--- config.mk ---
export PLATFORM = sky130hd
export DESIGN_NAME = fetch_unit
export DESIGN_NICKNAME = d
export VERILOG_FILES = /design/src/rtl/fetch_pkg.sv /design/src/rtl/fetch_return_stack.sv /design/src/rtl/fetch_unit.sv
export SDC_FILE = /design/constraint.sdc
export NUM_CORES = 1
export LEC_CHECK = 0
export ABC_CLOCK_PERIOD_IN_PS = 3900
export CORE_UTILIZATION = 28
export DETAILED_ROUTE_END_ITERATION = 7
export GPL_TIMING_DRIVEN = 0
export SETUP_SLACK_MARGIN = 0.2
export SYNTH_ARGS = -nofsm -noshare
export SYNTH_HDL_FRONTEND = slang
export SYNTH_HIERARCHICAL = 1
export SYNTH_SLANG_ARGS = --single-unit
--- constraint.sdc ---
create_clock -name clk -period 3.9 [get_ports clk]
set_input_delay 0.78 -clock clk [delete_from_list [all_inputs] [get_ports clk]]
set_output_delay 0.78 -clock clk [all_outputs]
set_load 0.02 [all_outputs]
--- src/rtl/fetch_pkg.sv ---
// ---------------------------------------------------------------------------
// fetch_pkg : shared encodings for the instruction-fetch front end
// Revision  : 1.0
// ---------------------------------------------------------------------------
`default_nettype none

package fetch_pkg;

  typedef enum logic [0:0] {
    S_WAIT  = 1'b0,
    S_VALID = 1'b1
  } fetch_state_t;

  typedef enum logic [1:0] {
    SEL_NONE = 2'd0,
    SEL_JMP  = 2'd1,
    SEL_CALL = 2'd2,
    SEL_RET  = 2'd3
  } redir_sel_t;

  // Fixed priority: jmp over call over ret.
  function automatic redir_sel_t redir_select(input logic jmp, input logic call,
                                              input logic ret);
    if (jmp)       return SEL_JMP;
    else if (call) return SEL_CALL;
    else if (ret)  return SEL_RET;
    else           return SEL_NONE;
  endfunction

endpackage

`default_nettype wire

--- src/rtl/fetch_return_stack.sv ---
// ---------------------------------------------------------------------------
// fetch_return_stack : parametrised LIFO holding call return addresses
// Revision           : 1.0
// ---------------------------------------------------------------------------
`default_nettype none

module fetch_return_stack #(
  parameter int DEPTH = 8,
  parameter int WIDTH = 12,
  parameter int LVL_W = $clog2(DEPTH + 1)
) (
  input  logic             clk,
  input  logic             reset,
  input  logic             push,
  input  logic             pop,
  input  logic [WIDTH-1:0] din,
  output logic [WIDTH-1:0] dout,
  output logic [LVL_W-1:0] level,
  output logic             full,
  output logic             empty
);

  localparam int IDX_W = (DEPTH > 1) ? $clog2(DEPTH) : 1;

  logic [WIDTH-1:0] mem [DEPTH];
  logic [IDX_W-1:0] top_idx;
  logic [IDX_W-1:0] wr_idx;

  assign top_idx = IDX_W'(level - 1'b1);
  assign wr_idx  = IDX_W'(level);
  assign dout    = mem[top_idx];
  assign full    = (level == LVL_W'(DEPTH));
  assign empty   = (level == '0);

  always_ff @(posedge clk or posedge reset) begin
    if (reset) begin
      level <= '0;
    end else if (push && !full) begin
      level <= level + 1'b1;
    end else if (pop && !empty) begin
      level <= level - 1'b1;
    end
  end

  // Storage needs no reset: entries are only read below the level pointer.
  always_ff @(posedge clk) begin
    if (push && !full) begin
      mem[wr_idx] <= din;
    end
  end

endmodule

`default_nettype wire

--- src/rtl/fetch_unit.sv ---
// ---------------------------------------------------------------------------
// fetch_unit : sequenced instruction fetch with latency, stall and call stack
// Revision   : 1.0
// ---------------------------------------------------------------------------
`default_nettype none

module fetch_unit #(
  parameter int ADDR_W      = 12,
  parameter int INST_W      = 16,
  parameter int STACK_DEPTH = 8,
  parameter int MEM_LAT     = 1,
  parameter int RESET_ADDR  = 0
) (
  input  logic                               clk,
  input  logic                               reset,
  output logic [ADDR_W-1:0]                  imem_addr,
  input  logic [INST_W-1:0]                  imem_rdata,
  output logic [INST_W-1:0]                  inst,
  output logic                               inst_valid,
  output logic [ADDR_W-1:0]                  pc_out,
  input  logic                               stall,
  input  logic                               jmp,
  input  logic [ADDR_W-1:0]                  jmp_addr,
  input  logic                               call,
  input  logic                               ret,
  output logic [$clog2(STACK_DEPTH+1)-1:0]   stack_level,
  output logic                               stack_overflow,
  output logic                               stack_underflow
);

  import fetch_pkg::*;

  localparam int LVL_W = $clog2(STACK_DEPTH + 1);
  localparam int CNT_W = 3;

  fetch_state_t      state;
  logic [CNT_W-1:0]  cnt;
  redir_sel_t        sel;
  logic              accept;
  logic [ADDR_W-1:0] pc_inc;
  logic [ADDR_W-1:0] next_pc;
  logic [ADDR_W-1:0] stk_dout;
  logic              stk_full;
  logic              stk_empty;
  logic              push;
  logic              pop;

  assign accept = (state == S_VALID) && !stall;
  assign sel    = redir_select(jmp, call, ret);
  assign pc_inc = pc_out + 1'b1;
  assign push   = accept && (sel == SEL_CALL) && !stk_full;
  assign pop    = accept && (sel == SEL_RET) && !stk_empty;

  always_comb begin
    next_pc = pc_inc;
    case (sel)
      SEL_JMP, SEL_CALL: next_pc = jmp_addr;
      SEL_RET:           next_pc = stk_empty ? pc_inc : stk_dout;
      default:           next_pc = pc_inc;
    endcase
  end

  fetch_return_stack #(
    .DEPTH (STACK_DEPTH),
    .WIDTH (ADDR_W),
    .LVL_W (LVL_W)
  ) u_stack (
    .clk   (clk),
    .reset (reset),
    .push  (push),
    .pop   (pop),
    .din   (pc_inc),
    .dout  (stk_dout),
    .level (stack_level),
    .full  (stk_full),
    .empty (stk_empty)
  );

  always_ff @(posedge clk or posedge reset) begin
    if (reset) begin
      state           <= S_WAIT;
      cnt             <= '0;
      imem_addr       <= ADDR_W'(RESET_ADDR);
      pc_out          <= ADDR_W'(RESET_ADDR);
      inst            <= '0;
      inst_valid      <= 1'b0;
      stack_overflow  <= 1'b0;
      stack_underflow <= 1'b0;
    end else begin
      case (state)
        S_WAIT: begin
          if (cnt == CNT_W'(MEM_LAT - 1)) begin
            inst       <= imem_rdata;
            pc_out     <= imem_addr;
            inst_valid <= 1'b1;
            cnt        <= '0;
            state      <= S_VALID;
          end else begin
            cnt <= cnt + 1'b1;
          end
        end
        S_VALID: begin
          if (!stall) begin
            imem_addr  <= next_pc;
            inst_valid <= 1'b0;
            state      <= S_WAIT;
            // Call into a full stack still redirects; only the push is lost.
            if (sel == SEL_CALL && stk_full) stack_overflow <= 1'b1;
            if (sel == SEL_RET && stk_empty) stack_underflow <= 1'b1;
          end
        end
        default: state <= S_WAIT;
      endcase
    end
  end

endmodule

`default_nettype wire
==> flow_metrics.tcl <==
set metrics [dict create \
    hold_path.class "reg2reg" \
    die_h_um 153 \
    core_um2 22000 \
    first_global_vias 4010 \
    cts_buffers 17 \
    track_usage_pct 13.6 \
    ys_types 44 \
    rsz0062_at_grt "no" \
    synth_fp_nets 442 \
    drt_iter0_drc 217 \
    synthCells 400 \
    cts_tree "done" \
    grtUsageMet3_pct 3.58 \
    grt_overflow_total 0 \
    ctsHtreeMaxLevel 4 \
    tns_ns 0 \
    synthFlopType "edfxtp_1" \
    synth_common_cells "edfxtp_1 (96), dfrtp_1 (51), mux2_2 (41), nand2_1 (26), mux4_2 (24)" \
    timing.setup.critical_path_class "reg2reg" \
    dp_hpwl_mm 10.6 \
    rows 54 \
    cp-end-kind "flip-flop" \
    grt_use_met2_pct 21.2 \
    leakagePower_nw 2.98 \
    netlist_area_um2 6350 \
    drive_gt1_share_pct 25.3 \
    synth.largest_area_cell "edfxtp_1" \
    startpoint_type "flip-flop" \
    grt_pass1_wl_mm 23.7 \
    async_flop_share_pct 34.7 \
    drtAntennaViolNets 0 \
    globalRouteMet1Util_pct 18.8 \
    synth_edf_count 96 \
    critical_path.max_fanout 10 \
    place.gp.congestion 0.761 \
    finalMaxSlewViolations 0 \
    fin_util_pct 37.4 \
    drc_errors 2 \
    start_util_pct 28.8 \
    synth_most_common_cell "edfxtp_1" \
    wire_per_inst_um 18.7 \
    avgSynthCellArea_um2 15.9 \
    clock-root-buffer "clkbuf_16" \
    max_slew_margin_pct 43.0 \
    die_w_um 153 \
    ys_ff_latch 147 \
    clock-skew-final_ns 0.00719 \
    dieArea_um2 23300 \
    period_minus_slack_ns 3.52 \
    tightest_slew_ns 0.855 \
    max_cap_violations 0 \
    viasPerCell 4.92 \
    cp.arrival_ns 3.82 \
    outcome "complete, but fails checks" \
    yosysWarnings 6 \
    failed_checks "DRC" \
    ys_seq_area_share_pct 65.5 \
    cellPowerDensity_nw_per_um2 800 \
    syn2layout_area_growth_pct 29.6 \
    numPortBuffers 80 \
    hold_viol_final 0 \
    clk_pin_slew_ns 0.06 \
    placedCellCount 765 \
    synth.area.top_cells "edfxtp_1 (45%), dfrtp_1 (20%), mux4_2 (8.5%)" \
    wl_mm 14.9 \
    dr.pass1.iters 8 \
    fin_nets 547 \
    postCtsSetupBuffers 0 \
    vias 3925 \
    crit_required_ns 4.20 \
    grt_max_degree 41 \
    grt.busiest_layer "met2" \
    postCtsHoldBufs 0 \
    fmax_mhz 284 \
    fin_crit_sh_pct 90.3 \
    cts_buffer_depth 2 \
    synth_top_area_share_pct 45.4 \
    ir_drop_uv 396 \
    diodes 0 \
    final_area_um2 8240 \
    clkLatencyLatePin_ns 0.41 \
    cts.sinks 147 \
    postCtsResizedCells 0 \
    placedInstanceArea_um2 7590 \
    setup_viol 0 \
    pin_count 81 \
    fin_cells 798 \
    antenna_found_initial 0 \
]
[critical path, stage by stage, from the launching register on]
cell and delay [ns]:
dfrtp_1 0.42, buf_4 0.24, inv_1 0.18, ha_1 0.32, buf_2 0.23, clkbuf_1 0.68
mux4_2 0.43, mux2_2 0.29, a22o_1 0.22, a22o_1 0.18, a31o_2 0.20
[final cells by class]
type                    count  area, µm²
repair buffers             86        877
inverters                  13       48.8
flip-flops and latches    147       4160
multi-input cells         218       2060
fillers                  2058      13800
plain buffers              22        128
clock inverters            14        186
well taps                 280        350
clock buffers              18        429
[where the power goes]
| part | total, mW | switching (mW) | internal [mW] | leakage (nW) |
|---|---|---|---|---|
| Clock | 1.69 | 0.620 | 1.07 | 0.293 |
| Sequential | 2.29 | 0.217 | 2.08 | 1.48 |
| Combinational | 2.61 | 1.37 | 1.25 | 1.20 |
| Total | 6.59 | 2.21 | 4.39 | 2.98 |
[metrics by stage]
step                hold slack (ns)  setup slack (ns)  power, mW
detailed placement            0.470            -0.214       4.96
CTS                           0.483             0.211       6.66
finish                        0.471             0.380       6.59
global placement              0.461            -0.748       4.88
global route                  0.504             0.173       6.93
floorplan                     0.478             0.676       3.93
[layer usage]
| metal | wire, µm | vias up |
|---|---|---|
| li1 | - | 1740 |
| met1 | 6720 | 2057 |
| met2 | 7190 | 118 |
| met3 | 862 | 10 |
| met4 | 119 | 0 |
| met5 | 0 | - |
[path summary, 6_finish.rpt]
check / startpoint / to / depth (start not counted) / slack (ns)
worst max register to register: u_stack/level[0]$_DFFE_PP0P_ / imem_addr[9]$_DFFE_PP0P_ / 10 / 0.38
worst max-delay path: u_stack/level[0]$_DFFE_PP0P_ / imem_addr[9]$_DFFE_PP0P_ / 10 / 0.38
worst min-delay path: stack_overflow$_DFFE_PP0P_ / stack_overflow$_DFFE_PP0P_ / 1 / 0.47
max in group asynchronous: reset / inst[14]$_DFFE_PP0P_ / 3 / 2.79
min in group asynchronous: reset / u_stack/level[2]$_DFFE_PP0P_ / 2 / 0.61
worst min register to register: stack_overflow$_DFFE_PP0P_ / stack_overflow$_DFFE_PP0P_ / 1 / 0.47
[state kept, by name (all words and copies together), names as in the netlist]
| name | flops |
|---|---|
| u_stack/mem | 96 |
| stack_overflow | 1 |
| inst_valid | 1 |
| cnt | 3 |
| stack_underflow | 1 |
| u_stack/level | 4 |
| inst | 16 |
| state | 1 |
| imem_addr | 12 |
| pc_out | 12 |
[logic make-up (layout without fill, tap and decap cells)]
logic type      after synthesis  in the layout  synth area share [%]
flops                       147            147                  65.5
simple gates                 74             74                  6.22
mux                          66             66                  15.9
compound gates               62             62                  6.91
buf+inv                      35            153                  2.68
fa+ha+maj                     8              8                  1.58
xor+xnor                      8              8                  1.22
[layout by cell type, fill, tap and decap left out, types with 4 or more instances in the layout]
master and n:
clkdlybuf4s50_1 80, mux2_2 41, a22oi_1 9, xor2_1 4, inv_1 12, or3_1 4
nor2_1 11, ha_1 8, o22a_1 5, buf_2 8, nand3_1 5, o21ai_0 18
bufinv_16 4, a21oi_1 6, mux4_2 24, buf_6 8, clkbuf_1 7, a31o_2 4
nor2b_1 6, nand2_1 26, dfrtp_1 51, edfxtp_1 96, clkbuf_16 17, a22o_1 6
Note: power is estimated with default switching activity, not from simulation.
